$ cat src/rtl/rr2ex_pkg.sv
// Shared definitions for the RR->EX skid stage.
// Control-word field positions and the entry width helper.
package rr2ex_pkg;

    localparam int CTRL_W = 10;

    // {A3_sel[9:8], Wr_En, ALU_Src2, ALU_Oper[5:3], D3_Sel[2:1], MEM_Wr_En}
    localparam int MEM_WR_BIT   = 0;
    localparam int D3_SEL_LSB   = 1;
    localparam int D3_SEL_MSB   = 2;
    localparam int ALU_OPER_LSB = 3;
    localparam int ALU_OPER_MSB = 5;
    localparam int ALU_SRC2_BIT = 6;
    localparam int WR_EN_BIT    = 7;
    localparam int A3_SEL_LSB   = 8;
    localparam int A3_SEL_MSB   = 9;

    function automatic int entry_w(input int num_ops, input int data_w,
                                   input int addr_w, input int ctrl_w);
        return num_ops * (data_w + addr_w) + ctrl_w + 1;
    endfunction

endpackage

$ cat src/rtl/rr2ex_snoop_entry.sv
// One pipeline entry register with load, clear and WB snoop.
// Held or freshly loaded operands pick up matching WB writes.
module rr2ex_snoop_entry
    import rr2ex_pkg::*;
#(
    parameter int DATA_W  = 16,
    parameter int ADDR_W  = 3,
    parameter int NUM_OPS = 2,
    parameter int CTRL_W  = rr2ex_pkg::CTRL_W
) (
    input  logic                      clk,
    input  logic                      rst,
    input  logic                      load,
    input  logic                      clear,
    input  logic                      ld_v,
    input  logic [NUM_OPS*DATA_W-1:0] ld_data,
    input  logic [NUM_OPS*ADDR_W-1:0] ld_addr,
    input  logic [CTRL_W-1:0]         ld_ctrl,
    input  logic                      wb_wr_en,
    input  logic [ADDR_W-1:0]         wb_addr,
    input  logic [DATA_W-1:0]         wb_data,
    output logic                      v,
    output logic [NUM_OPS*DATA_W-1:0] data,
    output logic [NUM_OPS*ADDR_W-1:0] addr,
    output logic [CTRL_W-1:0]         ctrl
);

    logic [NUM_OPS*DATA_W-1:0] src_data;
    logic [NUM_OPS*ADDR_W-1:0] src_addr;
    logic [NUM_OPS*DATA_W-1:0] snp_data;

    always_comb begin
        src_data = load ? ld_data : data;
        src_addr = load ? ld_addr : addr;
        snp_data = src_data;
        for (int i = 0; i < NUM_OPS; i++) begin
            if (wb_wr_en && src_addr[i*ADDR_W +: ADDR_W] == wb_addr) begin
                snp_data[i*DATA_W +: DATA_W] = wb_data;
            end
        end
    end

    // Emptying keeps data/addr so the EX side sees the last operands.
    always_ff @(posedge clk or negedge rst) begin
        if (!rst) begin
            v    <= 1'b0;
            data <= '0;
            addr <= '0;
            ctrl <= '0;
        end else if (clear) begin
            v    <= 1'b0;
            ctrl <= '0;
        end else if (load) begin
            v <= ld_v;
            if (ld_v) begin
                data <= snp_data;
                addr <= ld_addr;
                ctrl <= ld_ctrl;
            end else begin
                ctrl <= '0;
            end
        end else if (v) begin
            data <= snp_data;
        end
    end

endmodule

$ cat src/rtl/rr2ex_skid_stage.sv
// RR->EX stage: main entry M feeding EX plus skid entry S.
// in_ready is registered (~S.v); flush drops everything.
module rr2ex_skid_stage
    import rr2ex_pkg::*;
#(
    parameter int DATA_W  = 16,
    parameter int ADDR_W  = 3,
    parameter int NUM_OPS = 2,
    parameter int CTRL_W  = rr2ex_pkg::CTRL_W,
    parameter int CNT_W   = 8
) (
    input  logic                      clk,
    input  logic                      rst,
    input  logic                      flush,
    input  logic                      in_valid,
    output logic                      in_ready,
    input  logic [NUM_OPS*DATA_W-1:0] in_data,
    input  logic [NUM_OPS*ADDR_W-1:0] in_addr,
    input  logic [CTRL_W-1:0]         in_ctrl,
    input  logic                      wb_wr_en,
    input  logic [ADDR_W-1:0]         wb_addr,
    input  logic [DATA_W-1:0]         wb_data,
    output logic                      out_valid,
    input  logic                      out_ready,
    output logic [NUM_OPS*DATA_W-1:0] out_data,
    output logic [NUM_OPS*ADDR_W-1:0] out_addr,
    output logic [CTRL_W-1:0]         out_ctrl,
    output logic [CNT_W-1:0]          stall_cnt
);

    localparam int DW      = NUM_OPS * DATA_W;
    localparam int AW      = NUM_OPS * ADDR_W;
    localparam int ENTRY_W = entry_w(NUM_OPS, DATA_W, ADDR_W, CTRL_W);

    logic              m_v;
    logic [DW-1:0]     m_data;
    logic [AW-1:0]     m_addr;
    logic [CTRL_W-1:0] m_ctrl;
    logic              s_v;
    logic [DW-1:0]     s_data;
    logic [AW-1:0]     s_addr;
    logic [CTRL_W-1:0] s_ctrl;

    logic               accept;
    logic               drain;
    logic               m_load;
    logic               s_load;
    logic               s_ld_v;
    logic [ENTRY_W-1:0] in_ent;
    logic [ENTRY_W-1:0] s_ent;
    logic [ENTRY_W-1:0] m_src;

    assign accept = in_valid & ~s_v;
    assign drain  = m_v & out_ready;
    assign m_load = ~m_v | drain;

    // S always refills M first so ordering stays FIFO.
    assign in_ent = {accept, in_ctrl, in_addr, in_data};
    assign s_ent  = {s_v, s_ctrl, s_addr, s_data};
    assign m_src  = s_v ? s_ent : in_ent;

    assign s_load = m_load | accept;
    assign s_ld_v = ~m_load & accept;

    rr2ex_snoop_entry #(
        .DATA_W (DATA_W),
        .ADDR_W (ADDR_W),
        .NUM_OPS(NUM_OPS),
        .CTRL_W (CTRL_W)
    ) u_m (
        .clk     (clk),
        .rst     (rst),
        .load    (m_load),
        .clear   (flush),
        .ld_v    (m_src[ENTRY_W-1]),
        .ld_data (m_src[DW-1:0]),
        .ld_addr (m_src[DW +: AW]),
        .ld_ctrl (m_src[DW+AW +: CTRL_W]),
        .wb_wr_en(wb_wr_en),
        .wb_addr (wb_addr),
        .wb_data (wb_data),
        .v       (m_v),
        .data    (m_data),
        .addr    (m_addr),
        .ctrl    (m_ctrl)
    );

    rr2ex_snoop_entry #(
        .DATA_W (DATA_W),
        .ADDR_W (ADDR_W),
        .NUM_OPS(NUM_OPS),
        .CTRL_W (CTRL_W)
    ) u_s (
        .clk     (clk),
        .rst     (rst),
        .load    (s_load),
        .clear   (flush),
        .ld_v    (s_ld_v),
        .ld_data (in_data),
        .ld_addr (in_addr),
        .ld_ctrl (in_ctrl),
        .wb_wr_en(wb_wr_en),
        .wb_addr (wb_addr),
        .wb_data (wb_data),
        .v       (s_v),
        .data    (s_data),
        .addr    (s_addr),
        .ctrl    (s_ctrl)
    );

    always_ff @(posedge clk or negedge rst) begin
        if (!rst) begin
            stall_cnt <= '0;
        end else if (m_v && !out_ready && stall_cnt != '1) begin
            stall_cnt <= stall_cnt + CNT_W'(1);
        end
    end

    assign in_ready  = ~s_v;
    assign out_valid = m_v;
    assign out_data  = m_data;
    assign out_addr  = m_addr;
    assign out_ctrl  = m_v ? m_ctrl : '0;

endmodule

$ cat config.mk
export PLATFORM = sky130hd
export DESIGN_NAME = rr2ex_skid_stage
export DESIGN_NICKNAME = d
export VERILOG_FILES = /design/src/rtl/rr2ex_pkg.sv /design/src/rtl/rr2ex_snoop_entry.sv /design/src/rtl/rr2ex_skid_stage.sv
export SDC_FILE = /design/constraint.sdc
export NUM_CORES = 1
export LEC_CHECK = 0
export BUFFER_PORTS_ARGS = -buffer_cell sky130_fd_sc_hd__buf_2
export CORE_MARGIN = 1.5
export CORE_UTILIZATION = 45
export DETAILED_ROUTE_END_ITERATION = 10
export PLACE_DENSITY = 0.73
export SLEW_MARGIN = 20
export SYNTH_ARGS = -nofsm -noshare
export SYNTH_HDL_FRONTEND = slang
export SYNTH_SLANG_ARGS = --single-unit
$ cat constraint.sdc
create_clock -name clk -period 2.4 [get_ports clk]
set_input_delay 0.48 -clock clk [delete_from_list [all_inputs] [get_ports clk]]
set_output_delay 0.48 -clock clk [all_outputs]
set_load 0.01 [all_outputs]
==> results.py <==
metrics = {
    "setup_path": {
        "path_class": "flip-flop to output pin",
        "cp_max_fo": 38,
        "critPathCaptureType": "output pin",
        "worstReg2RegStart": "u_m.v",
        "reg2regPathDepth": 7,
        "arrival_ns": 1.89,
        "startpoint_type": "flip-flop",
        "r2r_slack_ns": 0.04,
        "r2r-end": "u_s.data[10]",
        "critPathRequiredTime_ns": 1.92,
    },
    "synthesis": {
        "synth.avg_cell_area_sq_um": 10.75,
        "syn_nets": 587,
        "yosysSeqAreaShare_pct": 48.12,
        "ys.warnings.count": 0,
        "ys_types": 48,
        "synth_edf_count": 0,
        "yosysTopAreaCell": "dfrtp_1",
        "synth_area_sq_um": 5513,
        "yosys-top-cells-area": "dfrtp_1 48%, o221a_2 9.4%, mux2i_1 6.5%",
        "ys_ff_latch": 106,
        "ys.flop_type": "dfrtp_1",
        "yosysTopAreaCellShare_pct": 48.12,
        "async_reset_ff_share_pct": 100.0,
        "syn_inst": 513,
    },
    "clock_tree": {
        "root_buffer": "clkbuf_16",
        "cts_tree": "done",
        "cts_made_buffers": 9,
        "clk_latency_ns": 0.36,
        "ctsHoldBuffers": 0,
        "path_clk_slew_ns": 0.08,
        "h-tree-depth": 3,
        "cts.path.max_buffers": 2,
        "clock_sinks": 106,
    },
    "drt": {
        "wire_per_inst_um": 19.07,
        "drc": 0,
        "drtPass1Iterations": 4,
        "route.vias.total": 4823,
        "drt_iter0_drc": 331,
        "ant_nets": 0,
        "routed_via_density": 5.918,
        "drt_wl_total_um": 15550,
    },
    "timing": {
        "post-route-min-period_ns": 2.372,
        "worst_pin_slew_ns": 0.6996,
        "max_freq_mhz": 421.6,
        "finalMaxSlewViolations": 0,
        "max_slew_margin_pct": 53.00,
        "finalSetupViolations": 0,
        "final.setup.tns_ns": 0,
        "fin_worst_skew_ns": 0.01130,
        "fin_crit_sh_pct": 98.82,
        "rsz0062_at_grt": "true",
        "final-hold-violation-count": 0,
    },
    "final_layout": {
        "instances_no_fill": 815,
        "drive_above_1_share_pct": 41.92,
        "n_antenna_cell": 0,
        "syn_to_final_growth_pct": 27.17,
        "final_util_pct": 58.61,
        "final_nets": 737,
    },
    "power_and_ir_drop": {
        "ir_drop_v": 0.0005727,
        "leakage_nw": 3.052,
        "p_per_area_nw_per_um2": 751.8,
    },
    "global_routing": {
        "grt_usage_pct": 24.55,
        "grt_max_degree": 46,
        "grt_pass1_wl_um": 24630,
        "grt_overflow_total": 0,
        "antenna_found_initial": 0,
        "grt_pass1_vias": 4814,
    },
    "place": {
        "port-buffer-count": 130,
        "routabilityCongestion": 0.8033,
        "post-dp-hpwl_um": 11040,
        "dp.cells": 797,
    },
    "floorplanning": {
        "die-area_sq_um": 12920,
        "die-width_um": 113.7,
        "coreArea_sq_um": 11960,
        "start_util_pct": 46.09,
        "row_count": 40,
        "ios": 131,
        "die_h_um": 113.7,
    },
    "job": {
        "maxCapViolations": 0,
    },
    "status": {
        "outcome": "finished clean",
    },
    "hold_path": {
        "hold_class": "primary input to asynchronous set/reset pin",
    },
}
synthesized netlist by cell type (3+ instances only):
cell,instances
a21oi_1,14
a2bb2oi_1,6
a2bb2oi_2,10
a311oi_1,10
and2_1,12
buf_2,7
buf_6,3
clkbuf_1,28
dfrtp_1,106
inv_1,4
mux2_2,10
mux2i_1,36
nand2_1,84
nand2b_1,6
nand3_1,5
nand4_1,4
nand4b_1,4
nor2_1,19
nor2b_1,7
nor3_1,4
o21ai_0,5
o221a_2,46
o22ai_1,18
or3_1,17
xnor2_1,11
xor2_1,8
kinds of logic after synthesis:
| group | after synthesis | share of synthesized area (%) |
|---|---|---|
| xor gates and xnor gates | 19 | 3.019 |
| AOI/OAI and AO/OA | 127 | 21.63 |
| and+or+nand+nor | 169 | 14.80 |
| muxes | 46 | 8.579 |
| adders and majority gates | 1 | 0.2269 |
| DFF | 106 | 48.12 |
| buffers and inverters | 45 | 3.631 |
critical path, cell delays in order, from the launching register on:
cell	delay, ns
dfrtp_2	0.41
buf_4	0.20
buf_6	0.41
inv_1	0.26
buf_2	0.22
per-stage QoR:
| step | setup WS (ns) | instance area [sq um] | power, mW | hold WS (ns) |
|---|---|---|---|---|
| after floorplan | 0.02560 | 5514 | 3.251 | 0.1844 |
| after global placement | -0.2630 | 6596 | 3.748 | 0.4789 |
| after detailed placement | -0.4448 | 6596 | 3.816 | 0.4797 |
| after CTS | -0.01227 | 6925 | 5.285 | 0.1343 |
| after global routing | -0.03919 | 7010 | 5.541 | 0.1507 |
| final | 0.02831 | 7010 | 5.270 | 0.1163 |
layout by cell type (no fill, tap or decap), types with 5 or more instances in the layout:
cell       synthesis  layout
a21oi_1           14      13
a2bb2oi_1          6       6
a2bb2oi_2         10      10
a311oi_1          10      10
and2_1            12      12
buf_12             0       6
buf_2              7     129
buf_4              0      39
buf_6              3       5
clkbuf_16          0       9
dfrtp_1          106     105
mux2_2            10      10
mux2i_1           36      35
nand2_1           84      84
nand2b_1           6       5
nand3_1            5       5
nor2_1            19      19
nor2b_1            7       6
o221a_2           46      46
o22ai_1           18      15
or3_1             17      17
xnor2_1           11      10
xor2_1             8       8
timing repair:
item                                    in CTS  in global routing
buffers inserted                             1                  1
hold endpoints to repair                     0                  0
resized for setup                            6                 16
endpoints found under the setup margin      34                 49
pin swaps                                    1                  3
cloned                                       0                  0
flip-flops by register name, indices dropped and copies added, names as in the netlist:
register / count
stall_cnt: 8
u_s.ctrl: 10
u_m.ctrl: 10
u_s.data: 32
u_s.v: 1
u_m.addr: 6
u_s.addr: 6
u_m.v: 1
u_m.data: 32
report_power, final:
part / total, mW / switching [mW] / internal, mW
sequential: 2.46 / 0.283 / 2.17
combinational: 1.36 / 0.617 / 0.746
clock: 1.45 / 0.682 / 0.769
worst max-delay path by stage:
stage,startpoint,end,slack (ns),depth (start not counted)
6_report,u_s.v,in_ready,0.03,4
4_1_cts,u_m.v,u_s.data[15],-0.01,9
3_5_place_dp,out_ready,u_s.data[1],-0.44,7
3_3_place_gp,out_ready,u_s.data[4],-0.26,7
5_1_grt,u_m.v,u_s.data[8],-0.04,8
2_1_floorplan,out_ready,u_s.data[0],0.03,8
routing by layer:
metal	vias to the layer above	GRT usage (%)	wire length, um
met5	-	0	0
li1	2219	-	-
met4	0	8.417	276
met3	22	5.579	795
met1	2415	32.69	6857
met2	167	39.76	7617
area by class of cell:
class / count / area (sq um)
Timing Repair Buffer: 179 / 1115
Inverter: 5 / 18.77
Tap cell: 147 / 183.9
Sequential cell: 106 / 2654
Fill cell: 1009 / 4951
Clock buffer: 12 / 256.5
Multi-Input combinational cell: 362 / 2751
Clock inverter: 4 / 31.28
No activity file was read; power rests on OpenSTA's default activity.
